===== src/rtl/bitstream_reader.sv =====
// MSB-first bit window over a byte stream: peek WIDTH bits, consume 0..WIDTH per cycle.
// Latency 1 cycle for refill and flush; in_ready is registered-only, flush_ready waits for enough bits.
module bitstream_reader #(
  parameter  int WIDTH    = 32,
  parameter  int IN_BYTES = 1,
  localparam int NW       = $clog2(WIDTH + 1),
  localparam int INW      = 8 * IN_BYTES
) (
  input  logic             clk,
  input  logic             rst,
  input  logic             in_valid,
  output logic             in_ready,
  input  logic [INW-1:0]   in_data,
  input  logic             in_last,
  input  logic             flush_valid,
  output logic             flush_ready,
  input  logic [NW-1:0]    flush_n,
  input  logic             flush_align,
  output logic [WIDTH-1:0] show_bits,
  output logic [NW-1:0]    incnt,
  output logic [31:0]      bits_consumed,
  output logic             eos,
  output logic             done
);

  typedef enum logic {RUN, DRAIN} state_t;

  localparam logic [NW-1:0] W_N   = NW'(WIDTH);
  localparam logic [NW-1:0] INW_N = NW'(INW);
  localparam logic [NW-1:0] ROOM  = NW'(WIDTH - INW);

  state_t             state_q, state_d;
  logic [WIDTH-1:0]   win_q, win_d;
  logic [NW-1:0]      incnt_q, incnt_d;
  logic [31:0]        cons_q, cons_d;
  logic               eos_q, eos_d;

  logic [NW-1:0]      n_lim, flush_cnt;
  logic               in_fire, flush_fire;
  logic [WIDTH-1:0]   in_ext;

  always_ff @(posedge clk) begin
    if (rst) begin
      state_q <= RUN;
      win_q   <= '0;
      incnt_q <= '0;
      cons_q  <= '0;
      eos_q   <= 1'b0;
    end else begin
      state_q <= state_d;
      win_q   <= win_d;
      incnt_q <= incnt_d;
      cons_q  <= cons_d;
      eos_q   <= eos_d;
    end
  end

  always_comb begin
    state_d = state_q;
    if (state_q == RUN && in_fire && in_last) state_d = DRAIN;
  end

  always_comb begin
    n_lim     = (flush_n > W_N) ? W_N : flush_n;
    flush_cnt = flush_align ? {{(NW-3){1'b0}}, incnt_q[2:0]} : n_lim;
    in_ready    = !rst && state_q == RUN && incnt_q <= ROOM;
    flush_ready = !rst && (state_q == DRAIN || flush_cnt <= incnt_q);
    show_bits     = win_q;
    incnt         = incnt_q;
    bits_consumed = cons_q;
    eos           = eos_q;
    done          = state_q == DRAIN && incnt_q == '0;
  end

  // The new beat lands just below whatever survives this cycle's flush.
  always_comb begin
    in_fire    = in_valid && in_ready;
    flush_fire = flush_valid && flush_ready;
    in_ext     = {in_data, {(WIDTH-INW){1'b0}}};
    win_d      = win_q;
    incnt_d    = incnt_q;
    cons_d     = cons_q;
    eos_d      = eos_q;
    if (flush_fire) begin
      win_d   = win_q << flush_cnt;
      incnt_d = (flush_cnt > incnt_q) ? '0 : incnt_q - flush_cnt;
      cons_d  = cons_q + 32'(flush_cnt);
    end
    if (in_fire) begin
      win_d   = win_d | (in_ext >> incnt_d);
      incnt_d = incnt_d + INW_N;
      if (in_last) eos_d = 1'b1;
    end
  end

endmodule


===== config.mk =====
export PLATFORM = sky130hd
export DESIGN_NAME = bitstream_reader
export DESIGN_NICKNAME = d
export VERILOG_FILES = /design/src/rtl/bitstream_reader.sv
export SDC_FILE = /design/constraint.sdc
export NUM_CORES = 1
export LEC_CHECK = 0
export CAP_MARGIN = 20
export CELL_PAD_IN_SITES_DETAIL_PLACEMENT = 1
export CELL_PAD_IN_SITES_GLOBAL_PLACEMENT = 2
export CORE_UTILIZATION = 30
export CTS_CLUSTER_DIAMETER = 30
export DETAILED_ROUTE_END_ITERATION = 16
export PLACE_DENSITY_LB_ADDON = 0.3
export SKIP_LAST_GASP = 1
export SYNTH_ARGS = -nofsm -noshare
export SYNTH_HDL_FRONTEND = slang
export SYNTH_SLANG_ARGS = --single-unit

===== constraint.sdc =====
create_clock -name clk -period 5 [get_ports clk]
set_input_delay 0.5 -clock clk [delete_from_list [all_inputs] [get_ports clk]]
set_output_delay 0.5 -clock clk [all_outputs]
set_load 0.03 [all_outputs]

Word level (Yosys, flattened, before mapping):

Index checks and enable logic that the tools add are counted.

* ROM bits: 0
* output and inout bits: 74
* RAM bits: 0
* memories: 0
* bits of input ports: 20
* bits in latches: 0
* register bits: 72

* mux-type cells: 7
* div/mod/pow operators: 0
* multiply operators: 0
* equality and inequality tests: 0
* reductions and logical operators: 12
* $add $sub $neg: 3
* order comparisons: 4
* bitwise logic cells: 2
* shift operators: 2

Operators by type and width (count)
* 2-to-1 mux 32 bit: 2
* adder 32 x 6 -> 32 bit: 1
* OR 32 bit: 1
* left shift 32 x 6 -> 32 bit: 1
* >> shifter 32 x 6 -> 32 bit: 1
* 2-to-1 mux 6 bit: 5
* logical AND 1 bit: 8
* adder 6 x 4 -> 6 bit, second input constant: 1
* greater-than comparator 6 bit: 1
* greater-than comparator 6 bit, second input constant: 1
* less-or-equal comparator 6 x 5 -> 1 bit, second input constant: 1
* less-or-equal comparator 6 bit: 1
* logical NOT 6 bit: 1
* subtractor 6 bit: 1
* AND reduction 2 bit: 1
* logical NOT 1 bit: 1
* logical OR 1 bit: 1
* NOT 1 bit: 1

Depth between registers and ports, before layout:

* depth in word-level cells: 11
* mapped depth: 19
* depth with buffers taken out: 14

Worst setup path after synthesis:

No wires, ideal clock.

* path kind: in2reg
* start: input port flush_align
* end: register win_q[2] (netlist: show_bits[2])
* data arrival time: 4243 ps
* setup time: 122 ps
* path buffers: 4
* required time: 4878 ps
* stages: 17
* path slack: 636 ps
* path through: clkbuf_2 -> nor3b_1 -> a21oi_2 -> inv_2 -> buf_2 -> buf_2 -> ha_1 -> fa_1 -> nand2b_1 -> a21o_1 -> a221o_1 -> a22oi_1 -> buf_2 -> mux2i_1 -> o21ai_0 -> mux2_2 -> a221o_1

* longest elaborated chain between the ends: 9
* elaborated cells on any way between the ends: 14
* those cells by class: add/sub (1); order compare (2); shift (2); mux (5); bitwise (1); reduce/logical (3)

RTL lines
* start: declaration: RTL line 18 `input logic flush_align,`
* 2-to-1 mux 6 bit *: RTL line 65 `flush_cnt = flush_align ? {{(NW-3){1'b0}}, incnt_q[2:0]} : n_lim;`
* less-or-equal comparator 6 bit: RTL line 67 `flush_ready = !rst && (state_q == DRAIN || flush_cnt <= incnt_q);`
* logical OR 1 bit: RTL line 67
* logical AND 1 bit: RTL line 67
* logical AND 1 bit: RTL line 78 `flush_fire = flush_valid && flush_ready;`
* 2-to-1 mux 6 bit: RTL line 84 `if (flush_fire) begin`
* >> shifter 32 x 6 -> 32 bit: RTL line 90 `win_d = win_d | (in_ext >> incnt_d);`
* OR 32 bit: RTL line 90
* 2-to-1 mux 32 bit *: RTL line 89 `if (in_fire) begin`
* end signal: assignment: RTL line 51 `win_q <= win_d;`
* end: declaration: RTL line 33 `logic [WIDTH-1:0] win_q, win_d;`

Mark *: on every way between the ends. The rest lies on a longest branch, timed or not.
A chain may end at the register's enable or synchronous reset.

Worst setup path in the final report:

Ends and elaborated chain as after synthesis.

==> metrics <==
syn_nets a little over 700; Final setup viols 0; Clock Tree Buf Depth 2; Clock Latency Late Sink roughly 0.35 ns; layout cell share with drive strength beyond 1 0.0876; via count 5883; r2r setup slk roughly 1.1 ns; Root Driver clkbuf_16; gr usage total 0.246; core area about 18000 µm²; max_cap viols 0; Avg Vias per Cell between 5 and 6; TritonCTS clock tree done; Post-synth EDFFs 0; DRC 0; FF+latch count, synth 72; setup TNS 0 ns; Synth async-reset ratio 0; most frequent cells in the layout clkdlybuf4s50_1, mux2i_1, dfxtp_1, nor2_1, nand2_1; initial antenna violation count 0; routing usage on met3 0.0350; leak pwr ~2.6 nW; final worst-path cycle share 0.872; Critical path origin flush_align; RD Place Congestion between 0.9 and 1; Final Hold Viols 0; GR Overflow Total 0; worst path arrival time between 4 and 5 ns; pin count of the biggest net entering global routing 76; vias in the first global route between 5k and 6k; R2R cell count 12; cell area power density approximately 280 nW/µm²; CP Capture Type register; Worst-Margin Slew a little under 0.9 ns; port bufs 93; hold path startpoint eos; Reg clk slew, reported paths around 0.060 ns; Initial Util 0.307; pre-CTS setup slack around 0.28 ns; H-tree Lvls 3; CTS sink cnt 72; post-layout util 0.388; Area Growth Syn to Fin 26.6%; sequential-to-total area share from yosys stat 0.261; synth unique cells 71; Row Count 49; Final ANT Viol Nets 0; drt pass-1 iters 5; die width 138 µm; crit path kind in -> reg; Worst Path Max Fanout 10; Layout Nets 784; Starting DRT DRC Count slightly above 400; first-pass GRT wire length between 30000 and 40000 µm; post-route setup slack around 0.64 ns; I/O pin count between 90 and 100; Critical Path RT ~5.2 ns; GR peak layer met2; Syn. warnings 0; Post-CTS Hold Buffers 0; f_max approximately 0.23 GHz; crit path time final 4.36 ns; worst r2r dst show_bits[2]; crit path to show_bits[2]; Post CTS Setup Buffer Count 0; prevailing post-synth register cell dfxtp_1; reg2reg start incnt[0]; Avg Inst Size Synth a little over 8 µm²; final slew viol count 0; grt met1 use 0.333; clock skew between 0.01 and 0.015 ns; final WL around 23000 µm; DP HPWL between 15000 and 20000 µm; Power Total 1.95 mW; crit start category input pin; max_slew headroom 0.422; Netlist Area Pre-Place between 5000 and 6000 µm²; CTS resizes 0; worst hold path class reg -> reg; Chip Height between 100 and 150 µm; commonest non-fill, non-tap cell in the layout clkdlybuf4s50_1; status complete, no violations; M2 GR Usage 0.396; die area roughly 19000 µm²; CTS Buf Count 9; WL/cell around 23 µm; Mapped Cells 670; # diodes 0; peak supply drop approximately 160 µV; unrepaired setup endpoints after global routing no
==> synthesized netlist by cell type (all sizes together), types with 8 or more instances <==
master / n / area (µm²)
nor2: 59 / 221
a211oi: 23 / 178
dfxtp: 72 / 1440
o22ai: 14 / 87.6
xnor2: 22 / 193
a21oi: 46 / 234
or3: 11 / 68.8
o21ai: 24 / 120
nor3: 12 / 60.1
clkbuf: 25 / 95.1
a22oi: 10 / 80.1
a21o: 8 / 60.1
inv: 17 / 63.8
mux2i: 76 / 761
and3: 12 / 75.1
buf: 20 / 126
nand3: 20 / 100
nand2: 56 / 210
a221oi: 10 / 87.6
ha: 13 / 163
==> worst min-delay path by stage <==
stage | to | slack (ns) | depth (start not counted)
global placement | eos | 0.46 | 2
detailed placement | eos | 0.47 | 2
floorplan | state_q | 0.49 | 2
finish | eos | 0.49 | 2
CTS | eos | 0.50 | 2
global route | bits_consumed[20] | 0.53 | 2
==> layer usage <==
layer	vias to the layer above	part of all wire
met5	-	0
met4	0	0.017
met3	23	0.054
met2	194	0.47
met1	2964	0.46
li1	2702	-
==> stage by stage <==
step / cells / hold slack [ns] / instance area [µm²]
global route: 982 / 0.534 / 7000
floorplan: 670 / 0.493 / 5530
finish: 982 / 0.490 / 7000
CTS: 982 / 0.500 / 7000
detailed placement: 967 / 0.468 / 6680
global placement: 967 / 0.461 / 6680
==> worst max-delay path, cell delays in order <==
cell and delay, ns:
clkdlybuf4s50_1 0.60, nor3b_1 0.11, a21oi_2 0.16, inv_2 0.06, ha_1 0.21, fa_1 0.40
nand2b_1 0.18, a21o_1 0.20, a221o_2 0.46, a22oi_1 0.58, mux2i_1 0.27, o21ai_0 0.17
mux2_2 0.34, a221o_1 0.35
==> sequential cells by signal (all words and copies together) (netlist names) <==
name	count
state_q	1
bits_consumed	32
show_bits	32
eos	1
incnt	6
==> layout make-up <==
type	instances	area [µm²]
Tap cell	229	287
Multi-Input combinational cell	535	3810
Fill cell	2182	11000
Inverter	18	67.6
Clock inverter	5	81.3
Timing Repair Buffer	113	1070
Sequential cell	72	1440
Clock buffer	10	239
==> cell families (layout without fill, tap and decap cells) <==
kind of cell    count (synthesis)  count (layout)  synth area share
simple gates                  213             213             0.189
compound gates                192             192             0.243
mux                            89              89             0.176
flops                          72              72             0.261
buf+inv                        63             146            0.0523
xor+xnor                       26              26            0.0412
fa+ha+maj                      15              15            0.0367
==> power breakdown <==
| group | internal [mW] | leakage (nW) | switching [mW] | total [mW] |
|---|---|---|---|---|
| logic | 0.224 | 1.82 | 0.356 | 0.580 |
| clock network | 0.448 | 0.155 | 0.269 | 0.717 |
| registers | 0.602 | 0.582 | 0.0529 | 0.655 |
No activity file was read; power rests on OpenSTA's default activity.
